[src/rtl/adc_spi_reader_pkg.sv]
// rtl/adc_spi_reader_pkg.sv - shared ADC constants and reader state encoding
package adc_spi_reader_pkg;

   localparam int ADC_FRAME_BITS = 16;
   localparam int ADC_LEAD_BITS  = 4;

   // Bit 0 is set exactly in the states that hold chip select low.
   typedef enum logic [1:0] {
      ADC_ST_IDLE     = 2'b00,
      ADC_ST_CS_SETUP = 2'b01,
      ADC_ST_SHIFT    = 2'b11,
      ADC_ST_QUIET    = 2'b10
   } adc_state_e;

   function automatic logic adc_cs_active(input adc_state_e st);
      return (st == ADC_ST_CS_SETUP) || (st == ADC_ST_SHIFT);
   endfunction

endpackage

[src/rtl/adc_sclk_phase_gen.sv]
// rtl/adc_sclk_phase_gen.sv - half-period tick and SCLK level generator
module adc_sclk_phase_gen #(
   parameter int NB_DIV = 8
) (
   input  logic              clk,
   input  logic              rst,
   input  logic              en_i,
   input  logic [NB_DIV-1:0] div_i,
   input  logic              sclk_run_i,
   output logic              tick_o,
   output logic              sclk_o
);

   logic [NB_DIV-1:0] cnt_q, cnt_d;
   logic              tick_q, tick_d;
   logic              sclk_q, sclk_d;
   logic              wrap;

   // tick_q is registered, so it trails the counter wrap by one cycle.
   always_comb begin
      wrap   = (cnt_q == (div_i - NB_DIV'(1)));
      cnt_d  = '0;
      tick_d = 1'b0;
      if (en_i) begin
         cnt_d  = wrap ? '0 : cnt_q + NB_DIV'(1);
         tick_d = wrap;
      end
      sclk_d = 1'b1;
      if (sclk_run_i) begin
         sclk_d = tick_q ? ~sclk_q : sclk_q;
      end
   end

   always_ff @(posedge clk or negedge rst) begin
      if (!rst) begin
         cnt_q  <= '0;
         tick_q <= 1'b0;
         sclk_q <= 1'b1;
      end else begin
         cnt_q  <= cnt_d;
         tick_q <= tick_d;
         sclk_q <= sclk_d;
      end
   end

   assign tick_o = tick_q;
   assign sclk_o = sclk_q;

endmodule

[src/rtl/adc_spi_reader.sv]
// rtl/adc_spi_reader.sv - triggered SPI reader for an external serial ADC
module adc_spi_reader
   import adc_spi_reader_pkg::*;
#(
   parameter int NB_DATA    = 12,
   parameter int NB_DIV     = 8,
   parameter int FRAME_BITS = ADC_FRAME_BITS,
   parameter int LEAD_BITS  = ADC_LEAD_BITS
) (
   input  logic               clk,
   input  logic               rst,
   input  logic               i_trigger,
   input  logic [NB_DIV-1:0]  i_clk_div,
   input  logic               i_clr_overrun,
   input  logic               i_adc_sdata,
   output logic               o_adc_cs_n,
   output logic               o_adc_sclk,
   output logic [NB_DATA-1:0] o_adc_val,
   output logic               o_adc_done,
   output logic               o_busy,
   output logic               o_overrun
);

   localparam int HP_W = $clog2(2 * FRAME_BITS);

   if (FRAME_BITS < LEAD_BITS + NB_DATA) begin : g_bad_frame
      $error("adc_spi_reader: FRAME_BITS must be >= LEAD_BITS + NB_DATA");
   end

   adc_state_e         state_q, state_d;
   logic [NB_DIV-1:0]  div_q, div_d;
   logic [HP_W-1:0]    hp_q, hp_d;
   logic [HP_W-1:0]    bit_idx;
   logic [NB_DATA-1:0] shift_q, shift_d;
   logic [NB_DATA-1:0] val_q, val_d;
   logic               done_q, done_d;
   logic               ovr_q, ovr_d;
   logic               tick;
   logic               sclk;
   logic               sclk_run;

   adc_sclk_phase_gen #(
      .NB_DIV(NB_DIV)
   ) u_phase (
      .clk        (clk),
      .rst        (rst),
      .en_i       (state_q != ADC_ST_IDLE),
      .div_i      (div_q),
      .sclk_run_i (sclk_run),
      .tick_o     (tick),
      .sclk_o     (sclk)
   );

   assign bit_idx = hp_q >> 1;

   always_comb begin
      state_d = state_q;
      div_d   = div_q;
      hp_d    = hp_q;
      shift_d = shift_q;
      val_d   = val_q;
      done_d  = done_q;
      ovr_d   = ovr_q;

      if (i_clr_overrun) begin
         ovr_d = 1'b0;
      end
      if (i_trigger && (state_q != ADC_ST_IDLE)) begin
         ovr_d = 1'b1;
      end

      unique case (state_q)
         ADC_ST_IDLE: begin
            if (i_trigger) begin
               state_d = ADC_ST_CS_SETUP;
               div_d   = (i_clk_div == '0) ? NB_DIV'(1) : i_clk_div;
               hp_d    = '0;
               shift_d = '0;
               done_d  = 1'b0;
            end
         end
         ADC_ST_CS_SETUP: begin
            if (tick) begin
               state_d = ADC_ST_SHIFT;
            end
         end
         ADC_ST_SHIFT: begin
            if (tick) begin
               // SCLK low at a tick means this edge raises it: sample now.
               if (!sclk && (bit_idx >= HP_W'(LEAD_BITS)) &&
                   (bit_idx < HP_W'(LEAD_BITS + NB_DATA))) begin
                  shift_d = {shift_q[NB_DATA-2:0], i_adc_sdata};
               end
               if (hp_q == HP_W'(2 * FRAME_BITS - 1)) begin
                  state_d = ADC_ST_QUIET;
               end else begin
                  hp_d = hp_q + HP_W'(1);
               end
            end
         end
         ADC_ST_QUIET: begin
            if (tick) begin
               state_d = ADC_ST_IDLE;
               val_d   = shift_q;
               done_d  = 1'b1;
            end
         end
         default: state_d = ADC_ST_IDLE;
      endcase

      sclk_run = (state_d == ADC_ST_SHIFT);
   end

   always_ff @(posedge clk or negedge rst) begin
      if (!rst) begin
         state_q <= ADC_ST_IDLE;
         div_q   <= NB_DIV'(1);
         hp_q    <= '0;
         shift_q <= '0;
         val_q   <= '0;
         done_q  <= 1'b1;
         ovr_q   <= 1'b0;
      end else begin
         state_q <= state_d;
         div_q   <= div_d;
         hp_q    <= hp_d;
         shift_q <= shift_d;
         val_q   <= val_d;
         done_q  <= done_d;
         ovr_q   <= ovr_d;
      end
   end

   assign o_adc_cs_n = ~adc_cs_active(state_q);
   assign o_adc_sclk = sclk;
   assign o_adc_val  = val_q;
   assign o_adc_done = done_q;
   assign o_busy     = (state_q != ADC_ST_IDLE);
   assign o_overrun  = ovr_q;

endmodule

[config.mk]
export PLATFORM = sky130hd
export DESIGN_NAME = adc_spi_reader
export DESIGN_NICKNAME = d
export VERILOG_FILES = /design/src/rtl/adc_spi_reader_pkg.sv /design/src/rtl/adc_sclk_phase_gen.sv /design/src/rtl/adc_spi_reader.sv
export SDC_FILE = /design/constraint.sdc
export NUM_CORES = 1
export LEC_CHECK = 0
export ABC_CLOCK_PERIOD_IN_PS = 2600
export BUFFER_PORTS_ARGS = -buffer_cell sky130_fd_sc_hd__buf_4
export CORE_MARGIN = 2
export CORE_UTILIZATION = 40
export CTS_CLUSTER_DIAMETER = 60
export DETAILED_ROUTE_END_ITERATION = 12
export PLACE_DENSITY = 0.56
export SYNTH_ARGS = -nofsm -noshare
export SYNTH_HDL_FRONTEND = slang
export SYNTH_SLANG_ARGS = --single-unit
export TNS_END_PERCENT = 10
[constraint.sdc]
create_clock -name clk -period 2.6 [get_ports clk]
set_input_delay 0.26 -clock clk [delete_from_list [all_inputs] [get_ports clk]]
set_output_delay 0.26 -clock clk [all_outputs]
set_load 0.02 [all_outputs]
==> impl_metrics.yaml <==
run_status:
  status: "finished clean"
synthesis:
  ys.flop_type: "dfrtp_1"
  synthArstFlopShare_pct: 100
  ys_seq_elements: 51
  synth_top_area_share_pct: 49.8
  synth-compound-area-share_pct: 9.18
  synth.most_common_cell: "dfrtp_1"
  ys_seq_area_share_pct: 53.1
  synthTopCellsByArea: "dfrtp_1 50%, mux2_2 9.3%, nand2_1 5.1%"
  synth.largest_area_cell: "dfrtp_1"
  synth_edf_count: 0
  synth_cell_types: 36
  syn_area_um2: 2410
  yosys.area_share.simple_pct: 16.4
  synth_fa_ha_area_share_pct: 2.07
  synth_fp_nets: 238
  syn_inst: 221
  muxShareOfSynthArea_pct: 9.34
  synth_xor_area_share_pct: 6.90
  postSynthAreaPerCell_um2: 10.9
  ys_top_cells_by_count: "48 x dfrtp_1, 33 x nand2_1, 23 x nand3_1, 20 x mux2_2, 10 x xor2_1"
  synth_top_family_by_area: "simple AND/OR/NAND/NOR gates"
  ys_warn_count: 0
pwr:
  leakage_nw: 1.34
  ir_drop_mv: 0.276
  powerDensity_nw_per_um2: 711
final_layout:
  layout-drive-gt1-share_pct: 27.5
  diodes: 0
  utilization_pct: 47.6
  fillCellCount: 603
  areaGrowthSynthToFinish_pct: 16.2
  fin_nets: 267
clocking:
  cts_resized: 0
  insertion_delay_ns: 0.31
  clk_transition_reported_paths_ns: 0.10
  clk_path_buf_depth: 2
  cts_buffers: 5
  clockRootBuffer: "clkbuf_8"
  cts_setup_buffers: 0
  cts_tree: "built"
  cts_sinks: 51
  ctsHtreeMaxLevel: 2
floorplanning:
  ioPinCount: 30
  die_w_um: 81.7
  die_h_um: 81.7
  fp.coreArea_um2: 5890
  fp-row-count: 28
  dieArea_um2: 6670
  start_util_pct: 41.0
worst_hold_path:
  hp-class: "primary input to register"
  whs_endpoint: "hp_q[2]$_DFFE_PN0P_"
  hold_depth: 2
  hold_start: "i_trigger"
setup_path:
  path_buf_inv: 1
  required_ns: 2.77
  path_class: "register to register"
  path_delay_family: "compound AO/OA/AOI/OAI gates"
  crit_chain: "inv_1, ha_1, nand2b_1, o211ai_1, o21ai_1, a2111oi_4, a211oi_1"
  rrSetupSlack_ns: 0.37
  slowest_delay_ns: 0.59
  cp_slowest_cell: "dfstp_2"
  path_max_fanout: 9
  cp-start-kind: "register"
  cp.arrival_ns: 2.40
  reg2reg_depth: 7
  timing.rr.end: "u_phase.cnt_q[3]$_DFF_PN0_"
  crit-reg2reg-launch: "div_q[0]$_DFFE_PN1P_"
  cp-end-kind: "register"
global_routing:
  grt_antenna_before_repair: 0
  grt_max_degree: 52
  grt_pass1_wl_mm: 7.59
  grt_pass1_vias: 1583
  grt_usage_pct: 15.1
  overflow: 0
place:
  gp_congestion: 0.749
  port_buffers: 29
  hpwl_mm: 3.13
job:
  drv_cap: 0
drt:
  drc: 0
  wl_mm: 4.59
  post_drt_wl_per_cell_um: 14.1
  via_per_inst: 5.20
  antenna_left: 0
  dr.pass1.iters: 4
  drtIter0Drc: 91
  dr_total_vias: 1694
sta:
  tightestPinTransition_ns: 0.641
  final-hold-violation-count: 0
  finalCriticalPeriod_ns: 2.23
  clock_skew_ns: 0.00887
  finalSetupTns_ns: 0
  slew_viol_final: 0
  relSlewSlack_pct: 57.3
  setup_viol: 0
  rsz0062_at_grt: "no"
  fin_crit_sh_pct: 85.8
  fmax_mhz: 448
-- registers in the layout, summed over array words and instances, names as in the netlist --
signal	flops
shift_q	12
u_phase.cnt_q	8
o_adc_done	1
div_q	8
state_q	2
o_overrun	1
u_phase.tick_o	1
u_phase.sclk_o	1
o_adc_val	12
hp_q	5
-- cells by family (layout without fill, tap and decap cells) --
kind of cell / after synthesis / count (layout)
mux: 20 / 20
compound gates: 30 / 30
xor+xnor: 19 / 19
buf+inv: 18 / 48
simple gates: 79 / 79
flops: 51 / 51
fa+ha+maj: 4 / 4
-- power breakdown --
group | internal (mW) | leakage, nW | total, mW | switching, mW
Sequential | 0.888 | 0.668 | 1.02 | 0.135
Combinational | 0.222 | 0.626 | 0.477 | 0.255
Clock | 0.200 | 0.0502 | 0.494 | 0.294
-- worst max path at each step --
stage                                    start                          to  slack [ns]  cells past startpoint
after floorplan           div_q[0]$_DFFE_PN1P_  u_phase.cnt_q[0]$_DFF_PN0_        0.59                      8
after global placement    div_q[0]$_DFFE_PN1P_  u_phase.cnt_q[6]$_DFF_PN0_        0.42                      7
after detailed placement  div_q[0]$_DFFE_PN1P_  u_phase.cnt_q[6]$_DFF_PN0_        0.35                      7
after CTS                 div_q[0]$_DFFE_PN1P_  u_phase.cnt_q[6]$_DFF_PN0_        0.35                      7
after global routing      div_q[0]$_DFFE_PN1P_  u_phase.cnt_q[3]$_DFF_PN0_        0.16                      7
final                     div_q[0]$_DFFE_PN1P_  u_phase.cnt_q[3]$_DFF_PN0_        0.37                      7
-- timing repair --
| item | CTS | global route |
|---|---|---|
| hold endpoints to repair | 41 | 0 |
| hold buffers | 1 | 0 |
| setup endpoints to repair | 0 | 0 |
-- per-layer routing --
layer	part of all wire, %	track usage (%)	routed length [um]	vias up
met5	0	0	0	-
met2	47	24.1	2160	32
met4	1.7	6.33	78	0
met3	4.1	3.41	189	7
met1	47	19.7	2170	835
li1	-	-	-	820
-- stage by stage --
| step | total power [mW] | hold WS (ns) | instances | area [um2] | setup WS [ns] |
|---|---|---|---|---|---|
| 2_1_floorplan | 1.39 | -0.0356 | 221 | 2410 | 0.595 |
| 5_1_grt | 2.12 | 0.142 | 326 | 2800 | 0.160 |
| 6_report | 1.99 | 0.140 | 326 | 2800 | 0.370 |
| 4_1_cts | 2.02 | 0.136 | 326 | 2800 | 0.347 |
| 3_3_place_gp | 1.51 | 0.338 | 317 | 2700 | 0.419 |
| 3_5_place_dp | 1.52 | 0.337 | 317 | 2700 | 0.351 |
-- cells in the final DEF (no fill, tap or decap), drive strengths merged, types with 2 or more instances in the layout --
| cell | n |
|---|---|
| a211oi | 9 |
| a21oi | 7 |
| and3 | 4 |
| buf | 31 |
| clkbuf | 5 |
| clkinv | 2 |
| dfrtp | 48 |
| dfstp | 3 |
| ha | 4 |
| inv | 9 |
| mux2 | 20 |
| nand2 | 34 |
| nand3 | 23 |
| nand4 | 2 |
| nor2 | 4 |
| nor2b | 2 |
| nor3 | 3 |
| nor4 | 3 |
| o21ai | 5 |
| o21bai | 2 |
| o31a | 2 |
| xnor2 | 9 |
| xor2 | 10 |
-- layout make-up --
type	instances	area, um2	share of cell area [%]
repair buffers	32	243	8.66
clock buffers	5	68.8	2.46
flip-flops and latches	51	1280	45.7
clock inverters	3	28.8	1.03
inverters	8	30.0	1.07
multi-input cells	152	1060	37.8
well taps	75	93.8	3.35
(Power assumes the default switching activity.)
